**src/rtl/alu_pkg.sv**
```systemverilog
// Shared definitions for the Booth multiplier: FSM state encoding and the
// step-counter width helper used to size the iteration counter.
package alu_pkg;

   typedef enum logic [1:0] {
      IDLE = 2'b00,
      BUSY = 2'b01,
      DONE = 2'b10
   } state_t;

   // The counter must hold the value WIDTH itself, hence WIDTH+1 codes.
   function automatic int cnt_width(input int width);
      return $clog2(width + 1);
   endfunction

   localparam int BOOTH_DEFAULT_WIDTH = 8;
   localparam int BOOTH_DEFAULT_CNT_W = $clog2(BOOTH_DEFAULT_WIDTH + 1);

endpackage

```
**src/rtl/booth_step.sv**
```systemverilog
// One radix-2 Booth iteration: conditional add/subtract of the multiplicand
// into the accumulator followed by an arithmetic right shift of {acc,q,q_m1}.
module booth_step #(
   parameter int WIDTH = 8
) (
   input  logic [WIDTH:0]   acc,
   input  logic [WIDTH:0]   m,
   input  logic [WIDTH-1:0] q,
   input  logic             q_m1,
   output logic [WIDTH:0]   acc_nxt,
   output logic [WIDTH-1:0] q_nxt,
   output logic             q_m1_nxt
);

   logic signed [WIDTH:0] sum;

   // Recode {q[0],q_m1}, update the accumulator, then shift the triple right.
   always_comb begin
      sum = $signed(acc);
      case ({q[0], q_m1})
         2'b01:   sum = $signed(acc) + $signed(m);
         2'b10:   sum = $signed(acc) - $signed(m);
         default: sum = $signed(acc);
      endcase
      acc_nxt  = {sum[WIDTH], sum[WIDTH:1]};
      q_nxt    = {sum[0], q[WIDTH-1:1]};
      q_m1_nxt = q[0];
   end

endmodule

```
**src/rtl/booth_multiplier.sv**
```systemverilog
// Sequential signed radix-2 Booth multiplier, one Booth step per clock.
// Optional feature: define BOOTH_EARLY_TERM_EN to finish a multiply by zero
// in a single cycle (IDLE straight to DONE with product 0).
module booth_multiplier
   import alu_pkg::*;
#(
   parameter int WIDTH = 8
) (
   input  logic               clk,
   input  logic               reset,
   input  logic               start,
   input  logic [WIDTH-1:0]   a,
   input  logic [WIDTH-1:0]   b,
   output logic               busy,
   output logic               done,
   output logic [2*WIDTH-1:0] product
);

   localparam int CNT_W = cnt_width(WIDTH);

   state_t                state;
   // Accumulator and multiplicand carry one guard bit so -2^(WIDTH-1) never overflows.
   logic signed [WIDTH:0] acc;
   logic signed [WIDTH:0] m;
   logic [WIDTH-1:0]      q;
   logic                  q_m1;
   logic [CNT_W-1:0]      cnt;

   logic [WIDTH:0]        acc_nxt;
   logic [WIDTH-1:0]      q_nxt;
   logic                  q_m1_nxt;

   booth_step #(
      .WIDTH(WIDTH)
   ) u_step (
      .acc      (acc),
      .m        (m),
      .q        (q),
      .q_m1     (q_m1),
      .acc_nxt  (acc_nxt),
      .q_nxt    (q_nxt),
      .q_m1_nxt (q_m1_nxt)
   );

`ifdef BOOTH_EARLY_TERM_EN
   logic zero_op;
   assign zero_op = (a == '0) || (b == '0);
`endif

   // Control FSM and datapath registers; busy/done/product are registered outputs.
   always_ff @(posedge clk or negedge reset) begin
      if (!reset) begin
         state   <= IDLE;
         busy    <= 1'b0;
         done    <= 1'b0;
         product <= '0;
         acc     <= '0;
         m       <= '0;
         q       <= '0;
         q_m1    <= 1'b0;
         cnt     <= '0;
      end else begin
         case (state)
            IDLE: begin
               done <= 1'b0;
               if (start) begin
`ifdef BOOTH_EARLY_TERM_EN
                  if (zero_op) begin
                     product <= '0;
                     done    <= 1'b1;
                     state   <= DONE;
                  end else
`endif
                  begin
                     m     <= {a[WIDTH-1], a};
                     acc   <= '0;
                     q     <= b;
                     q_m1  <= 1'b0;
                     cnt   <= CNT_W'(WIDTH);
                     busy  <= 1'b1;
                     state <= BUSY;
                  end
               end
            end
            BUSY: begin
               acc  <= acc_nxt;
               q    <= q_nxt;
               q_m1 <= q_m1_nxt;
               cnt  <= cnt - CNT_W'(1);
               // Last step: the lower 2*WIDTH bits of the shifted {acc,q} are the product.
               if (cnt == CNT_W'(1)) begin
                  product <= {acc_nxt[WIDTH-1:0], q_nxt};
                  busy    <= 1'b0;
                  done    <= 1'b1;
                  state   <= DONE;
               end
            end
            DONE: begin
               done  <= 1'b0;
               state <= IDLE;
            end
            default: begin
               busy  <= 1'b0;
               done  <= 1'b0;
               state <= IDLE;
            end
         endcase
      end
   end

endmodule

```
**config.mk**
```make
export PLATFORM = sky130hd
export DESIGN_NAME = booth_multiplier
export DESIGN_NICKNAME = d
export VERILOG_FILES = /design/src/rtl/alu_pkg.sv /design/src/rtl/booth_step.sv /design/src/rtl/booth_multiplier.sv
export SDC_FILE = /design/constraint.sdc
export NUM_CORES = 1
export LEC_CHECK = 0
export ABC_AREA = 1
export CAP_MARGIN = 20
export CORE_ASPECT_RATIO = 0.8
export CORE_MARGIN = 2
export CORE_UTILIZATION = 55
export CTS_CLUSTER_SIZE = 25
export DETAILED_ROUTE_END_ITERATION = 7
export GPL_TIMING_DRIVEN = 0
export HOLD_SLACK_MARGIN = 0.05
export MAX_ROUTING_LAYER = met4
export PLACE_DENSITY = 0.8
export SLEW_MARGIN = 15
export SYNTH_ARGS = -nofsm -noshare
export SYNTH_HDL_FRONTEND = slang
export SYNTH_SLANG_ARGS = --single-unit
export TNS_END_PERCENT = 5
```
**constraint.sdc**
```tcl
create_clock -name clk -period 3 [get_ports clk]
set_clock_uncertainty 0.2 [all_clocks]
set_input_delay 0.75 -clock clk [delete_from_list [all_inputs] [get_ports clk]]
set_output_delay 0.75 -clock clk [all_outputs]
set_load 0.1 [all_outputs]
```
; Word-level counts from Yosys, hierarchy flattened
; Cells that the tools add are included.
[totals]
regBits = 50
inputBits = 19
[op_classes]
n_eq_ne = 7
addsub = 3
muxes = 17
reduce_logical = 7
n_bitwise = 1
[ops]
columns = operator, count
row1 = $pmux W9 S2, 2
row2 = $pmux W8 S2, 1
row3 = $add A9 B8 Y9, 1
row4 = $mux W9, 1
row5 = $sub A9 B8 Y9, 1
row6 = $mux W8, 1
row7 = $pmux W4 S2, 1
row8 = $reduce_and A2 Y1, 4
row9 = $mux W1, 5
row10 = $eq A2 B1 Y1 const B, 2
row11 = $eq A2 B2 Y1 const B, 2
row12 = $eq A4 B1 Y1 const B, 1
row13 = $mux W2, 2
row14 = $mux W4, 1
row15 = $ne A2 B2 Y1 const B, 2
row16 = $pmux W2 S2, 1
row17 = $sub A4 B1 Y4 const B, 1
row18 = $pmux W1 S3, 1
row19 = $reduce_and A3 Y1, 1
row20 = $logic_not A2 Y1, 1
row21 = $pmux W1 S2, 1
row22 = $reduce_bool A2 Y1, 1
row23 = $not A1 Y1, 1

; Logic depth before layout (Yosys ltp)
; Gate-level depths: netlist of run 1.
[depth]
word_depth = 3
mapped_depth = 19
depth_no_buf = 19

; Hierarchy
; A second synthesis of run 1 with hierarchy kept.
[unflattened]
cells_unflattened = 361
area_unflattened_um2 = 2820.2
[by_module_without_submodules]
columns = module, seq_area_each_um2, instances, area_each_um2, cells_per_inst
row1 = booth_multiplier, 1251.2, 1, 2062.0, 223
row2 = booth_step, 0.0, 1, 758.2, 138

; Worst setup path before layout of run 1
; OpenSTA, ideal clock, no wires.
[synth_path]
path_type = register to register
from = register m[0]
to = register product[15]
t_arrival_ns = 2.250
n_path_buf = 0
setup_ns = 0.120
required_ns = 2.680
slack_ns = 0.430
synth_period_minus_slack_ns = 2.570
path_stages_with_launch = 20
cell_sequence = dfrtp_1 > inv_1 > ha_1 > inv_1 > nor2_1 > nand2_1 > o31ai_1 > xnor2_1 > inv_1 > ha_1 > nand2_1 > inv_1 > a21oi_1 > nand2_1 > nand2_1 > nand3_1 > nand2_1 > nand2_1 > nand2_1 > nand2_1
[synth_between]
elab_chain_cells = 2
word_cells_on_any_way = 3
classes_between = 2 x add/sub / 1 x mux
[synth_lines]
columns = element, line_no
row1 = start: declaration, booth_multiplier.sv:24  ; logic signed [WIDTH:0] m;
row2 = start signal: assignment, booth_multiplier.sv:75  ; m <= {a[WIDTH-1], a};
row3 = $sub A9 B8 Y9 or $add A9 B8 Y9 (tied branches), "booth_step.sv:22, booth_step.sv:21"
row4 = $pmux W9 S2 (*), booth_step.sv:20  ; case ({q[0], q_m1})
row5 = end signal: assignment, booth_multiplier.sv:92  ; product <= {acc_nxt[WIDTH-1:0], q_nxt};
row6 = end: declaration, booth_multiplier.sv:16  ; output logic [2*WIDTH-1:0] product
; Mark *: on every way between the ends. The rest lies on a longest branch, timed or not.
; A chain may end at the register's enable or synchronous reset.

; Worst setup path after layout of run 1
[layout_path]
from = register busy
to = output port busy
[layout_rtl]
columns = element, line_no
row1 = start: declaration, booth_multiplier.sv:14  ; output logic busy,
row2 = start signal: assignment, booth_multiplier.sv:54  ; busy <= 1'b0;
row3 = start signal: assignment, booth_multiplier.sv:80  ; busy <= 1'b1;
row4 = start signal: assignment, booth_multiplier.sv:93  ; busy <= 1'b0;
; No word-level cell between the ends.

==> results of run 1 <==
-- synth_stat cells, drive strengths merged (3+ instances only) --
library cell	count	area, sq um
a21oi	10	50.05
a22oi	7	52.55
buf	7	53.80
dfrtp	49	1226
ha	12	150.1
inv	42	167.7
nand2	106	407.9
nand3	18	102.6
nor2	15	105.1
o21ai	35	209.0
xnor2	3	26.28
xor2	3	26.28
-- cell families after synthesis --
kind of cell / Yosys count
buf+inv: 50
fa+ha+maj: 13
flops: 49
simple gates: 145
xor+xnor: 6
compound gates: 58
-- state kept, by name, summed over array words and instances, names as in the netlist --
signal	count
cnt	4
product	16
done	1
state	2
busy	1
q	8
m	8
q_m1	1
acc	8
-- what timing repair did --
action | 4_1_cts | 5_1_grt
endpoints found under the hold margin | 0 | 0
gates resized for setup | 0 | 4
endpoints found under the setup margin | 0 | 4
-- through the flow --
| stage | hold WS, ns | std cells |
|---|---|---|
| 5_1_grt | 0.1842 | 425 |
| 4_1_cts | 0.1812 | 425 |
| 3_3_place_gp | 0.2545 | 417 |
| 6_report | 0.1725 | 425 |
| 2_1_floorplan | 0.2457 | 321 |
| 3_5_place_dp | 0.2660 | 418 |
-- worst max-delay path by stage --
stage                                          to  cells past startpoint              from  slack [ns]
final                                        busy                      1  busy$_DFFE_PN0P_        0.24
after global routing           acc[7]$_DFFE_PN0P_                     19  m[0]$_DFFE_PN0P_       0.004
after CTS                      acc[7]$_DFFE_PN0P_                     19  m[0]$_DFFE_PN0P_        0.17
after detailed placement       acc[7]$_DFFE_PN0P_                     19  m[0]$_DFFE_PN0P_        0.18
after global placement           m[6]$_DFFE_PN0P_                      1             reset       -0.43
after floorplan           product[15]$_DFFE_PN0P_                     19  m[0]$_DFFE_PN0P_        0.43
-- cell type report --
cell class / instances / area, sq um / share of cell area, %
Multi-Input combinational cell: 222 / 1257 / 38.54
Sequential cell: 49 / 1226 / 37.58
Timing Repair Buffer: 37 / 375.4 / 11.50
Inverter: 42 / 167.7 / 5.138
Tap cell: 60 / 75.07 / 2.301
Clock buffer: 5 / 68.82 / 2.109
Buffer: 8 / 57.56 / 1.764
Clock inverter: 2 / 35.03 / 1.074
-- per-layer routing --
layer  share of wire [%]  track usage, %
met3                 6.3           5.014
met4                0.96           6.250
met5                   0               -
met2                  44           36.79
met1                  49           32.48
==> impl_metrics.toml, run 1 <==
[timing]
hold_viol = 0
rsz0062_at_grt = "false"
setup_ws_ns = 0.2385
fmax_mhz = 362.1
tightest_slew_ns = 0.9684
final-setup-viol-count = 0
finalSetupTns_ns = 0
layout_min_cycle_time_ns = 2.762
drv_slew = 0
slew_headroom_pct = 35.24
fin_crit_sh_pct = 92.05

[clock_network]
h-tree-depth = 2
clk_latency_ns = 0.30
post_cts.repair.setup_buffers = 0
clock_sinks = 49
cts.clk_slew.worst_paths_ns = 0.09
cts_made_buffers = 5
cts_buffer_depth = 2
cts_tree = "done"
cts_root_buf = "clkbuf_8"
cts_hold_buf = 0

[yosys]
post_synth_xor_area_fraction_pct = 1.957
synth_edf_count = 0
synthFlopType = "dfrtp_1"
yosys.area_share.simple_pct = 24.28
ys_ff_latch = 49
synth_compound_area_share_pct = 13.37
ys_async_sr_fraction_pct = 100.0
ys_seq_area_share_pct = 45.67
syn_inst = 321
syn_area_sq_um = 2685
synth_fp_nets = 353
synth_warnings = 0
synth_top_family_by_area = "simple AND/OR/NAND/NOR gates"
synthAdderAreaFrac_pct = 6.337
ys_types = 33
yosys-mux-area-fraction_pct = 0
syn_area_per_cell_sq_um = 8.365

[worst_setup_path]
r2r.worst_path.cells = 19
cpPeakStageDelay_ns = 1.14
path_delay_family = "buffers and inverters"
cp_data_arrival_time_ns = 1.81
crit_type = "reg -> out"
crit_chain = "clkdlybuf4s50_1"
regToRegStartpoint = "m[0]$_DFFE_PN0P_"
start_kind = "register"
end_kind = "output pin"
reg2reg_to = "acc[7]$_DFFE_PN0P_"
worst_path_max_delay_cell = "clkdlybuf4s50_1"
r2r_slack_ns = 0.28
required_ns = 2.05
cp_max_fo = 2
path_buf_inv = 1

[detailed_routing]
wl_um = 5522
vias_per_cell = 5.193
vias = 2207
final_antenna_net_count = 0
drc_errors = 0
detail_route.wl_per_cell_um = 12.99
drtIter0Drc = 169
dr.pass1.iters = 6

[die]
chipWidth_um = 82.12
die_y_um = 66.50
initial_core_util_pct = 57.72
core.rowCount = 22
pin_count = 37
die_area_sq_um = 5461
core-area_sq_um = 4652

[place]
dpl_cell_area_sq_um = 3136
preCtsSetupSlack_ns = 0.1838
dpl.hpwl_um = 4049
gp_congestion = 0.9129
portBuffers = 36

[grt]
grt_max_degree = 34
grt.total_usage_pct = 23.90
grt_pass1_vias = 2197
grt_remaining_overflow = 0
antenna_found_initial = 0
grt_pass1_wl_um = 9687

[layout]
fin_nets = 397
final_area_sq_um = 3263
mostFrequentLayoutCell = "nand2_1"
fin_util_pct = 70.15
drive_gt1_share_pct = 12.33
layout_common_cells = "102 x nand2_1, 49 x dfrtp_1, 36 x inv_1"
antennaDiodeCount = 0
fillers = 380
area_growth_pct = 21.53

[job]
cap_violations = 0

[hold_path]
hold_class = "in -> async"

[outcome]
status = "finished clean"
Power of run 1 is not shown: default switching activity piles up to over one toggle a cycle in this logic, so the estimate is an artifact.
==> inputs of run 2 (changes only) <==
--- a/config.mk
+++ b/config.mk
@@ -12,10 +12,10 @@
 export CORE_UTILIZATION = 55
 export CTS_CLUSTER_SIZE = 25
 export DETAILED_ROUTE_END_ITERATION = 7
-export GPL_TIMING_DRIVEN = 0
 export HOLD_SLACK_MARGIN = 0.05
 export MAX_ROUTING_LAYER = met4
 export PLACE_DENSITY = 0.8
+export SETUP_SLACK_MARGIN = 0.15
 export SLEW_MARGIN = 15
 export SYNTH_ARGS = -nofsm -noshare
 export SYNTH_HDL_FRONTEND = slang
==> impl_metrics.toml, run 2 (synthesized netlist as in run 1, its figures left out) <==
[hold_path]
hold_class = "in -> async"

[worst_setup_path]
end_kind = "register"
cp_max_fo = 4
start_kind = "register"
required_ns = 3.01
r2r_slack_ns = 0.23
cp_data_arrival_time_ns = 2.77
crit_type = "reg -> reg"

[place]
dpl_cell_area_sq_um = 3040
preCtsSetupSlack_ns = 0.1773
gp_congestion = 0.9323
dpl.hpwl_um = 4136
portBuffers = 36

[timing]
holdWs_ns = 0.2268
fin_crit_sh_pct = 92.20
hold_viol = 0
drv_slew = 0
final-setup-viol-count = 0
finalSetupTns_ns = 0
rsz0062_at_grt = "false"
slew_headroom_pct = 61.15
tightest_slew_ns = 0.5827
setup_ws_ns = 0.2340
fmax_mhz = 361.5
layout_min_cycle_time_ns = 2.766

[clock_network]
cts_made_buffers = 5
cts_hold_buf = 0
cts_tree = "done"
clk_latency_ns = 0.31
clock_sinks = 49
cts_root_buf = "clkbuf_8"
cts_buffer_depth = 2
cts.clk_slew.worst_paths_ns = 0.09
h-tree-depth = 2

[grt]
grt.total_usage_pct = 24.42
grt_pass1_wl_um = 9798
grt_max_degree = 27
grt_remaining_overflow = 0
antenna_found_initial = 0
grt_pass1_vias = 2153

[die]
die_y_um = 66.50
pin_count = 37
die_area_sq_um = 5461
core.rowCount = 22
core-area_sq_um = 4652
chipWidth_um = 82.12
initial_core_util_pct = 57.72

[job]
cap_violations = 0

[detailed_routing]
dr.pass1.iters = 4
final_antenna_net_count = 0
drc_errors = 0
vias_per_cell = 5.325
vias = 2247
wl_um = 5962
detail_route.wl_per_cell_um = 14.13
drtIter0Drc = 146

[layout]
drive_gt1_share_pct = 18.51
top_register = "product"
largest_register_ffs = 16
area_growth_pct = 20.22
antennaDiodeCount = 0
seq_area_sq_um = 1226
multi_input_area_sq_um = 1282
final_area_sq_um = 3228
layout_common_cells = "101 x nand2_1, 49 x dfrtp_1, 34 x inv_1"
fillers = 368
mostFrequentLayoutCell = "nand2_1"
fin_nets = 393

[outcome]
status = "finished clean"
[run 2: final timing paths]
| check | from | to | cells after the start |
|---|---|---|---|
| min | reset | product[4]$_DFFE_PN0P_ | 1 |
| min in group clk | product[8]$_DFFE_PN0P_ | product[8]$_DFFE_PN0P_ | 2 |
| max in group asynchronous | reset | m[7]$_DFFE_PN0P_ | 2 |
| max | m[0]$_DFFE_PN0P_ | product[14]$_DFFE_PN0P_ | 18 |
| max reg2reg | m[0]$_DFFE_PN0P_ | product[14]$_DFFE_PN0P_ | 18 |
| min reg2reg | product[8]$_DFFE_PN0P_ | product[8]$_DFFE_PN0P_ | 2 |
[run 2: layer usage]
layer / routed length, um / vias up / GRT usage [%]
li1: - / 1113 / -
met1: 2791 / 1066 / 32.13
met2: 2783 / 59 / 38.72
met3: 307 / 9 / 4.472
met4: 80 / 0 / 7.500
met5: 0 / - / -
[run 2: critical path: stages, from the launching register on]
cell and delay (ns):
dfrtp_1 0.40, inv_2 0.09, ha_4 0.13, inv_1 0.04, nor2_2 0.11, nand2_1 0.10
o31ai_2 0.28, xnor2_1 0.15, inv_1 0.09, ha_4 0.24, buf_4 0.14, nand2_1 0.07
o21ai_0 0.09, nor2_1 0.16, nand2_1 0.08, nand2_1 0.06, nand3_1 0.08, nand3_1 0.09
nand2_1 0.06
[run 2: what timing repair did]
| item | in CTS | in global routing |
|---|---|---|
| setup buffers | 0 | 3 |
| endpoints found under the setup margin | 2 | 4 |
| pin swaps | 0 | 10 |
| resized for setup | 1 | 11 |
| hold endpoints to repair | 0 | 0 |
[run 2: area by class of cell]
cell class	instances	area share, %
Clock buffer	7	2.674
Inverter	42	5.194
Tap cell	60	2.326
Multi-Input combinational cell	222	39.73
Timing Repair Buffer	41	11.16
Clock inverter	1	0.9302
Sequential cell	49	37.98
[run 2: stage by stage]
step | cells | utilization, %
after floorplan | 321 | -
after global placement | 411 | 65.36
after detailed placement | 411 | 65.36
after CTS | 419 | 67.91
after global routing | 422 | 69.39
final | 422 | 69.39
Power of run 2 is left out for the same reason.
